**config.mk**
```make
export PLATFORM = sky130hd
export DESIGN_NAME = bit_stream_arbiter
export DESIGN_NICKNAME = d
export VERILOG_FILES = /design/src/rtl/bit_stream_arbiter.sv
export SDC_FILE = /design/constraint.sdc
export NUM_CORES = 1
export LEC_CHECK = 0
export ABC_AREA = 1
export CAP_MARGIN = 30
export CORE_ASPECT_RATIO = 0.8
export CORE_MARGIN = 2
export CORE_UTILIZATION = 53
export DETAILED_ROUTE_END_ITERATION = 8
export PLACE_DENSITY_LB_ADDON = 0.25
export SLEW_MARGIN = 20
export SYNTH_ARGS = -nofsm -noshare
export SYNTH_HDL_FRONTEND = slang
export SYNTH_SLANG_ARGS = --single-unit
export TNS_END_PERCENT = 1
```
**constraint.sdc**
```tcl
create_clock -name clock -period 1.94 [get_ports clock]
set_input_delay 0.388 -clock clock [delete_from_list [all_inputs] [get_ports clock]]
set_output_delay 0.388 -clock clock [all_outputs]
set_load 0.01 [all_outputs]
```
**src/rtl/bit_stream_arbiter.sv**
```systemverilog
// Round-robin arbiter sharing one serial detector FSM among four bit-stream requesters.
// Optional pre-burst FLUSH cycle (fsm_rst pulse) is enabled by defining BSA_FLUSH_EN.
module bit_stream_arbiter #(
    parameter int PKT_LEN = 8
) (
    input  logic       clock,
    input  logic       reset,
    input  logic [3:0] req,
    input  logic [3:0] bit_in,
    output logic [3:0] grant,
    output logic       fsm_in,
    output logic       fsm_rst,
    input  logic       fsm_out,
    output logic [3:0] done,
    output logic [3:0] hit
);

    typedef enum logic [1:0] {
        IDLE   = 2'd0,
        FLUSH  = 2'd1,
        XFER   = 2'd2,
        REPORT = 2'd3
    } state_t;

    localparam logic [7:0] CNT_INIT = 8'(PKT_LEN - 1);

`ifdef BSA_FLUSH_EN
    localparam state_t FIRST_STATE = FLUSH;
`else
    localparam state_t FIRST_STATE = XFER;
`endif

    state_t     state_q, state_d;
    logic [3:0] grant_q, grant_d;
    logic [1:0] last_q,  last_d;
    logic [7:0] cnt_q,   cnt_d;
    logic       acc_q,   acc_d;
    logic [3:0] done_q,  done_d;
    logic [3:0] hit_q,   hit_d;
    logic [2:0] pick_s;

    // Returns {found, index}; search starts just after the last granted index.
    function automatic logic [2:0] rr_pick(input logic [3:0] r, input logic [1:0] last);
        logic [2:0] res;
        logic [1:0] cand;
        res = 3'b000;
        for (int k = 4; k >= 1; k--) begin
            cand = last + 2'(k);
            if (r[cand]) begin
                res = {1'b1, cand};
            end
        end
        return res;
    endfunction

    assign pick_s = rr_pick(req, last_q);

    // State register and all registered outputs.
    always_ff @(posedge clock or posedge reset) begin
        if (reset) begin
            state_q <= IDLE;
            grant_q <= 4'b0000;
            last_q  <= 2'd3;
            cnt_q   <= 8'd0;
            acc_q   <= 1'b0;
            done_q  <= 4'b0000;
            hit_q   <= 4'b0000;
        end else begin
            state_q <= state_d;
            grant_q <= grant_d;
            last_q  <= last_d;
            cnt_q   <= cnt_d;
            acc_q   <= acc_d;
            done_q  <= done_d;
            hit_q   <= hit_d;
        end
    end

    // Next-state, grant, counter and accumulator logic.
    always_comb begin
        state_d = state_q;
        grant_d = grant_q;
        last_d  = last_q;
        cnt_d   = cnt_q;
        acc_d   = acc_q;
        done_d  = 4'b0000;
        hit_d   = 4'b0000;
        case (state_q)
            IDLE: begin
                if (pick_s[2]) begin
                    state_d = FIRST_STATE;
                    grant_d = 4'b0001 << pick_s[1:0];
                    last_d  = pick_s[1:0];
                    cnt_d   = CNT_INIT;
                    acc_d   = 1'b0;
                end else begin
                    grant_d = 4'b0000;
                end
            end
`ifdef BSA_FLUSH_EN
            FLUSH: begin
                state_d = XFER;
                cnt_d   = CNT_INIT;
                acc_d   = 1'b0;
            end
`endif
            XFER: begin
                acc_d = acc_q | fsm_out;
                if (cnt_q == 8'd0) begin
                    state_d = REPORT;
                    done_d  = grant_q;
                    hit_d   = (acc_q | fsm_out) ? grant_q : 4'b0000;
                end else begin
                    cnt_d = cnt_q - 8'd1;
                end
            end
            REPORT: begin
                // Chain straight into the next burst when anyone is waiting.
                if (pick_s[2]) begin
                    state_d = FIRST_STATE;
                    grant_d = 4'b0001 << pick_s[1:0];
                    last_d  = pick_s[1:0];
                    cnt_d   = CNT_INIT;
                    acc_d   = 1'b0;
                end else begin
                    state_d = IDLE;
                    grant_d = 4'b0000;
                    acc_d   = acc_q | fsm_out;
                end
            end
            default: begin
                state_d = IDLE;
                grant_d = 4'b0000;
            end
        endcase
    end

    // Serial path and flush pulse toward the shared detector.
    always_comb begin
        fsm_in  = 1'b0;
        fsm_rst = 1'b0;
        if (state_q == XFER) begin
            fsm_in = bit_in[last_q];
        end else begin
            fsm_in = 1'b0;
        end
`ifdef BSA_FLUSH_EN
        if (state_q == FLUSH) begin
            fsm_rst = 1'b1;
        end else begin
            fsm_rst = 1'b0;
        end
`endif
    end

    assign grant = grant_q;
    assign done  = done_q;
    assign hit   = hit_q;

endmodule

```
==> flow_summary.toml <==
[run_status]
status = "complete, no violations"

[placement]
place_hpwl_mm = 2.24
io_buffers = 23
gp_congestion = 0.843

[global_route]
grt_pass1_vias = 1219
overflow = 0
antenna_found_initial = 0
track_usage = 0.208
grt_max_degree = 26
grt_pass1_wl_mm = 5.29

[clock_network]
clock-root-buffer = "clkbuf_4"
insertion_delay_ns = 0.33
cts_buffers = 3
clock-sinks = 25
cts_max_level = 1
cts_tree = "yes"
clockBufferDepth = 2
clkTransAtPathRegs_ns = 0.15

[floorplan]
fp.dieW_um = 63.9
placement_rows = 17
die-height_um = 51.9
ios = 25
initial_core_util = 0.555
coreArea_um2 = 2740
die_area_um2 = 3320

[synth]
syn_avg_cell_area_um2 = 7.32
muxShareOfSynthArea = 0
synth_top_area_frac = 0.378
yosysSeqAreaShare = 0.412
synth_top_family_by_area = "simple AND/OR/NAND/NOR gates"
synth_area_um2 = 1520
yosys.area.top_type = "dfrtp_1"
synth.distinct_cells = 26
synthTopCellsByArea = "dfrtp_1 (38%), nand2_1 (16%), inv_1 (7.4%)"
synthXorXnorAreaFrac = 0.0230
synth_cells = 208
synth_compound_area_frac = 0.0600
syn_nets = 226
synthSimpleGateAreaFrac = 0.343
ys_warn_count = 0
synth-seq-cells = 25
synth_fa_ha_area_frac = 0.0575

[routing]
drt_first_pass_iters = 4
wl_mm = 2.94
drtIter0Drc = 61
num_vias = 1350
remaining_drc_errors = 0
wl_per_cell_um = 10.5
ant_nets = 0
vias_per_cell = 4.84

[layout]
fillers = 235
fin_util = 0.680
final_common_cell = "nand2_1"
final_cell_mix = "nand2_1 (66), inv_1 (30), dfrtp_1 (23), clkdlybuf4s50_1 (22), nor2_1 (18)"
drive_gt1_frac = 0.124
finalNetCount = 260
n_antenna_cell = 0
syn_to_final_growth_pct = 22.6

[sta]
setup_violations = 0
maxSlewViolCount = 0
hold_violations = 0
min_period_ns = 1.79
post-route-period-util = 0.924
fin_skew_ns = 0.0112
tns_ns = 0
clock.fmax_mhz = 558
rsz0062_at_grt = "false"

[worst_setup_path]
critPathMaxFanout = 4
worstPathRequired_ns = 1.55
cp-start-kind = "flop"
crit_path_end_kind = "output port"
cp_data_arrival_time_ns = 1.40
criticalPathCategory = "flop to output port"

[pwr]
power.density_nw_per_um2 = 1460
cellLeakagePower_nw = 0.995
ir_worst_vdd_mv = 0.887
power.total_w = 0.00272

[job]
maxCapViolCount = 0

[hold_path]
holdCritPathClass = "input port to async pin"
cells in the mapped netlist:
cell type   n
nor2_4      2
nor2_2      1
buf_6       2
o21ai_1     6
xor2_1      3
nand3_1    14
inv_1      30
clkbuf_1    1
nor3_1      5
a31oi_1     1
nand4_2     1
conb_1      1
nand4_1     4
o21ai_0     7
xnor2_1     1
dfrtp_1    23
ha_1        7
a21oi_1     1
nor2_1     18
nand2_1    66
inv_2       2
dfstp_2     2
nand2_2     6
buf_4       1
o21bai_1    2
and2_4      1
kinds of logic (layout without fill, tap and decap cells):
family / after synthesis / count (layout)
AO/OA/AOI/OAI: 17 / 17
XOR/XNOR: 4 / 4
adder cells (fa/ha/maj): 7 / 7
buffers and inverters: 36 / 69
flip-flops: 25 / 25
other: 1 / 1
AND/OR/NAND/NOR: 118 / 118
metrics by stage:
stage | cell area (um2) | hold WS, ns | setup slack, ns | std cells
5_1_grt | 1870 | 0.419 | 0.0376 | 279
6_report | 1870 | 0.391 | 0.148 | 279
3_5_place_dp | 1840 | 0.493 | -0.173 | 275
3_3_place_gp | 1840 | 0.474 | -0.151 | 275
4_1_cts | 1870 | 0.396 | 0.00808 | 279
2_1_floorplan | 1520 | 0.414 | 0.324 | 208
cell type report:
class / instances / area [um2] / area share
multi-input combinational: 147 / 741 / 0.397
clock buffer: 3 / 22.5 / 0.0121
timing repair buffer: 33 / 300 / 0.161
tap: 38 / 47.5 / 0.0255
sequential: 25 / 628 / 0.336
inverter: 32 / 120 / 0.0643
clock inverter: 1 / 7.51 / 0.00402
path summary, 6_finish.rpt:
check / start / end / slack [ns] / cells past startpoint
min reg2reg: acc_q / acc_q / 0.53 / 2
max in group asynchronous: reset / last_q[0] / 1.26 / 3
min in group clock: acc_q / acc_q / 0.53 / 2
min: reset / grant[2] / 0.39 / 3
max reg2reg: last_q[0] / cnt_q[2] / 0.20 / 10
max: last_q[0] / fsm_in / 0.15 / 5
state kept, by name (all words and copies together) (netlist names):
signal,cells
cnt_q,8
done,4
grant,4
hit,4
last_q,2
state_q,2
acc_q,1
power by group:
group / switching [W] / leakage, nW / internal [W]
registers: 0.000126 / 0.325 / 0.000686
logic: 0.00103 / 0.656 / 0.000633
clock network: 0.000165 / 0.0139 / 0.0000790
total: 0.00133 / 0.995 / 0.00140
what timing repair did:
item,CTS,global route
hold buffers,0,0
resized for setup,2,2
setup endpoints to repair,1,1
setup buffers,0,0
per-layer routing:
metal / track usage / up-vias / wire (um)
li1: - / 710 / -
met2: 0.304 / 40 / 1160
met4: 0.0435 / 0 / 22
met5: 0 / - / 0
met3: 0.0541 / 5 / 222
met1: 0.308 / 595 / 1540
critical path, cell delays in order, from the launching register on:
cell	delay, ns
dfstp_2	0.59
nor2_1	0.05
nor2_1	0.08
o21ai_1	0.07
a31oi_1	0.13
clkbuf_2	0.15
Power figures use the tool's default switching activity.
